==> config.mk <==
export PLATFORM = sky130hd
export DESIGN_NAME = bus_reg_loader
export DESIGN_NICKNAME = d
export VERILOG_FILES = /design/src/rtl/bus_reg_loader.sv
export SDC_FILE = /design/constraint.sdc
export NUM_CORES = 1
export LEC_CHECK = 0
export ABC_AREA = 1
export BUFFER_PORTS_ARGS = -buffer_cell sky130_fd_sc_hd__buf_2
export CORE_MARGIN = 3
export CORE_UTILIZATION = 30
export CTS_BUF_LIST = sky130_fd_sc_hd__clkbuf_8
export CTS_CLUSTER_DIAMETER = 40
export DETAILED_ROUTE_END_ITERATION = 10
export PLACE_DENSITY = 0.65
export SETUP_SLACK_MARGIN = 0.5
export SYNTH_ARGS = -nofsm -noshare
export SYNTH_HDL_FRONTEND = slang
export SYNTH_SLANG_ARGS = --single-unit
==> constraint.sdc <==
create_clock -name Clock -period 1.4 [get_ports Clock]
set_input_delay 0 -clock Clock [delete_from_list [all_inputs] [get_ports Clock]]
set_output_delay 0 -clock Clock [all_outputs]
set_load 0.005 [all_outputs]
==> src/rtl/bus_reg_loader.sv <==
// Register file loader for a shared datapath bus: one-hot write select, malformed-write
// detection with a saturating error count, and a one-cycle decode stall after an IR load.
// Optional feature macro: LOADER_R7_AUTOINC_EN (R7 increments on pc_incr).
module bus_reg_loader #(
  parameter int WIDTH = 16
) (
  input  logic             Clock,
  input  logic             Resetn,
  input  logic [WIDTH-1:0] BusWires,
  input  logic [12:0]      load,
  input  logic             wr_valid,
  output logic             wr_ready,
  input  logic             pc_incr,
  output logic [WIDTH-1:0] R0,
  output logic [WIDTH-1:0] R1,
  output logic [WIDTH-1:0] R2,
  output logic [WIDTH-1:0] R3,
  output logic [WIDTH-1:0] R4,
  output logic [WIDTH-1:0] R5,
  output logic [WIDTH-1:0] R6,
  output logic [WIDTH-1:0] R7,
  output logic [WIDTH-1:0] G,
  output logic [WIDTH-1:0] H,
  output logic [WIDTH-1:0] I,
  output logic [WIDTH-1:0] J,
  output logic [WIDTH-1:0] IR,
  output logic             load_err,
  output logic [7:0]       err_count
);

  localparam int N_REGS = 13;
  localparam int IR_IDX = 12;
  localparam int R7_IDX = 7;

  typedef enum logic {
    IDLE  = 1'b0,
    STALL = 1'b1
  } state_t;

  state_t           r_state;
  state_t           w_state_next;
  logic [WIDTH-1:0] r_regs [N_REGS];
  logic             r_load_err;
  logic [7:0]       r_err_count;

  logic w_accept;
  logic w_onehot;
  logic w_write;
  logic w_bad;

  assign wr_ready = (r_state == IDLE);
  assign w_accept = wr_valid && wr_ready;
  assign w_onehot = $onehot(load);
  assign w_write  = w_accept && w_onehot;
  assign w_bad    = w_accept && !w_onehot;

  always_comb begin
    // NOTE: next state defaults to the current state first, so no path through the
    // case statement leaves it unassigned and no latch is inferred.
    w_state_next = r_state;
    case (r_state)
      IDLE:    if (w_write && load[IR_IDX]) w_state_next = STALL;
      STALL:   w_state_next = IDLE;
      default: w_state_next = IDLE;
    endcase
  end

  // NOTE: sequential state uses non-blocking assignments only, so every register
  // samples pre-edge values regardless of statement order.
  always_ff @(posedge Clock or negedge Resetn) begin
    if (!Resetn) r_state <= IDLE;
    else         r_state <= w_state_next;
  end

  // NOTE: the register file is deliberately reset because its cleared contents are
  // architecturally visible; it is flop-based, not a RAM macro.
  always_ff @(posedge Clock or negedge Resetn) begin
    if (!Resetn) begin
      for (int k = 0; k < N_REGS; k++) r_regs[k] <= '0;
    end else begin
      for (int k = 0; k < N_REGS; k++) begin
        if (w_write && load[k]) r_regs[k] <= BusWires;
      end
`ifdef LOADER_R7_AUTOINC_EN
      // A same-edge write to R7 takes priority over the increment.
      if (pc_incr && !(w_write && load[R7_IDX])) r_regs[R7_IDX] <= r_regs[R7_IDX] + WIDTH'(1);
`endif
    end
  end

`ifndef LOADER_R7_AUTOINC_EN
  logic w_unused_pc_incr;
  assign w_unused_pc_incr = pc_incr;
`endif

  always_ff @(posedge Clock or negedge Resetn) begin
    if (!Resetn) begin
      r_load_err  <= 1'b0;
      r_err_count <= 8'd0;
    end else begin
      r_load_err <= w_bad;
      if (w_bad && (r_err_count != 8'hFF)) r_err_count <= r_err_count + 8'd1;
    end
  end

  assign R0        = r_regs[0];
  assign R1        = r_regs[1];
  assign R2        = r_regs[2];
  assign R3        = r_regs[3];
  assign R4        = r_regs[4];
  assign R5        = r_regs[5];
  assign R6        = r_regs[6];
  assign R7        = r_regs[R7_IDX];
  assign G         = r_regs[8];
  assign H         = r_regs[9];
  assign I         = r_regs[10];
  assign J         = r_regs[11];
  assign IR        = r_regs[IR_IDX];
  assign load_err  = r_load_err;
  assign err_count = r_err_count;

endmodule

==> flow_summary.json <==
{
  "num_vias": 8788,
  "synthFlopType": "dfrtp_1",
  "static-leakage-power_nw": 7.24,
  "clock_skew_ns": 0.0215,
  "core-area_mm2": 0.0298,
  "die_h_um": 180,
  "grt_pass1_wl_um": 52000,
  "io_buffers": 249,
  "yosysWarnings": 0,
  "hold_ws_ns": -0.0420,
  "htreeDepth": 2,
  "status": "finished with violations",
  "fin_crit_sh": 2.61,
  "violations": "hold timing, setup timing",
  "cp.required_ns": 1.88,
  "cts_tree": "done",
  "synthCells": 1032,
  "initial_core_util": 0.306,
  "ys_seq_elements": 218,
  "antenna_left": 0,
  "dieArea_mm2": 0.0325,
  "die-width_um": 180,
  "cts_max_path_buffers": 3,
  "final_cell_area_mm2": 0.0132,
  "routed-wl-met3_um": 2940,
  "drv_slew": 0,
  "drt_iter0_markers": 695,
  "rows": 63,
  "wirelength_um": 35800,
  "synth-edff-count": 0,
  "drc_errors": 0,
  "drv_cap": 0,
  "ios": 251,
  "start_kind": "input pin",
  "gp_congestion": 0.821,
  "critical_path_arrival_ns": 4.14,
  "nets": 1409,
  "cp-end-kind": "flop",
  "syn-num-nets": 1077,
  "dr.pass1.iters": 7,
  "hold_viol_final": 25,
  "track_usage": 0.205,
  "via_per_inst": 4.91,
  "power_density_mw_per_mm2": 2100,
  "period_needed_ns": 3.65,
  "wl_met1_um": 14700,
  "slew-limit-headroom": 0.558,
  "numCtsBuffers": 43,
  "layout_setup_ws_ns": -2.25,
  "wire_per_inst_um": 20.0,
  "dp.final_hpwl_um": 21500,
  "dr.max_layer_used": "met5",
  "antenna_found_initial": 5,
  "utilization": 0.445,
  "grt_start_max_net_pins": 50,
  "grt_overflow": 0,
  "grt_pass1_vias": 8404,
  "crit_fanout": 12,
  "wl_met2_um": 17100,
  "grt_setup_unrepaired": "true",
  "ys_seq_area_frac": 0.599,
  "hold_class": "input pin to flop",
  "cts_sinks": 218,
  "vdd_ir_drop_max_mv": 1.03,
  "async_reset_ff_frac": 1.00,
  "path_clk_slew_ns": 0.06,
  "setup_violations": 218,
  "worst_pin_slew_ns": 0.660,
  "clock-root-buffer": "clkbuf_8",
  "syn_area_mm2": 0.00911,
  "synth.distinct_cells": 23,
  "insertion_delay_ns": 0.54,
  "avgSynthCellArea_um2": 8.83,
  "setup.worst_path.class": "input pin to flop",
  "dpl_cell_area_mm2": 0.0111,
  "clock.fmax_mhz": 274,
  "drive_gt1_frac": 0.341,
  "syn2layout_area_growth_pct": 45.5
}
-- registers in the layout (all words and copies together), names as in the netlist, 8 cells and up --
| name | cells |
|---|---|
| J | 16 |
| R3 | 16 |
| R0 | 16 |
| R4 | 16 |
| err_count | 8 |
| R5 | 16 |
| G | 16 |
| IR | 16 |
| R6 | 16 |
| R1 | 16 |
| I | 16 |
| R2 | 16 |
| R7 | 16 |
| H | 16 |
-- cell families after synthesis --
logic type | synth area share
xor gates and xnor gates | 0.00289
DFF | 0.599
and+or+nand+nor | 0.318
buffers and inverters | 0.0536
adders and majority gates | 0.0231
AOI/OAI and AO/OA | 0.00330
-- Yosys cell counts, types with 2 or more instances --
master	number	area [um2]
inv_2	2	7.51
nor2_1	6	22.5
buf_1	4	15.0
clkbuf_1	42	158
nand3b_1	2	15.0
inv_1	25	93.8
nand2_1	444	1670
dfrtp_1	218	5460
nand4_1	13	81.3
buf_2	21	105
o21ai_0	5	25.0
xor2_1	2	17.5
nand3_1	215	1080
buf_4	14	105
fa_1	8	160
ha_1	4	50.1
-- final cells by class --
type / instances / area (um2)
sequential: 218 / 5460
clock inverter: 27 / 203
tap: 390 / 488
timing repair buffer: 368 / 2740
multi-input combinational: 705 / 3530
inverter: 28 / 105
fill: 2861 / 16500
clock buffer: 52 / 716
antenna: 1 / 2.50
-- per-stage QoR --
step / hold WS [ns] / setup slack [ns] / TNS, ns / cells / total power [mW]
floorplan: -0.296 / -2.38 / -509.03 / 1032 / 14.9
global placement: -0.0237 / -2.68 / -571.03 / 1652 / 19.7
detailed placement: -0.0248 / -2.74 / -580.06 / 1652 / 19.9
CTS: -0.0734 / -2.13 / -458.24 / 1757 / 27.0
global route: -0.0502 / -2.37 / -504.07 / 1789 / 29.8
finish: -0.0420 / -2.25 / -473.70 / 1789 / 27.8
-- worst max-delay path: stages --
cell and delay [ns]:
buf_6 0.10, fa_1 0.52, fa_1 0.54, inv_2 0.04, fa_1 0.57, fa_1 0.43, inv_2 0.07, fa_2 0.21
inv_2 0.04, fa_1 0.52, nand3_2 0.09, nor2_4 0.10, nand2_2 0.08, nor2_4 0.14, buf_6 0.15, clkbuf_16 0.18
clkbuf_16 0.17, nand3_1 0.08, nand2_1 0.09
-- worst paths after layout --
kind	start	end	slack, ns	depth (start not counted)
hold reg to reg	R3[12]	R3[12]	0.47	2
setup reg to reg	r_state	R7[2]	-0.02	8
max in group asynchronous	Resetn	R0[8]	0.80	3
hold / removal	load[3]	R3[9]	-0.04	4
setup / recovery	load[7]	R7[2]	-2.25	19
min in group asynchronous	Resetn	R1[1]	0	2
-- power by group --
group	leakage (nW)	switching, mW	internal [mW]	total [mW]
Clock	0.525	2.82	3.93	6.76
Sequential	2.77	1.70	8.99	10.7
Combinational	3.94	5.51	4.87	10.4
Total	7.24	10.0	17.8	27.8
-- repair_timing --
item	4_1_cts	5_1_grt
hold buffers	23	11
setup endpoints to repair	436	436
cloned	1	13
setup buffers	2	7
pin swaps	1	85
endpoints found under the hold margin	427	55
gates resized for setup	2	96
-- cells in the final DEF, fill, tap and decap left out, drive strengths merged --
cell / count
xnor2: 1
nand3b: 2
o21ai: 5
bufinv: 3
xor2: 2
dlygate4sd3: 34
nor2: 8
buf: 323
clkbuf: 63
clkinv: 3
nand3: 215
inv: 46
nand2: 445
nand4: 14
a21oi: 1
clkinvlp: 3
ha: 4
fa: 8
dfrtp: 218
diode: 1
-- layer usage --
metal,GRT usage,vias up
li1,-,3979
met1,0.276,4300
met2,0.332,425
met3,0.0472,76
met4,0.0574,8
met5,0,-
Power figures use the tool's default switching activity.
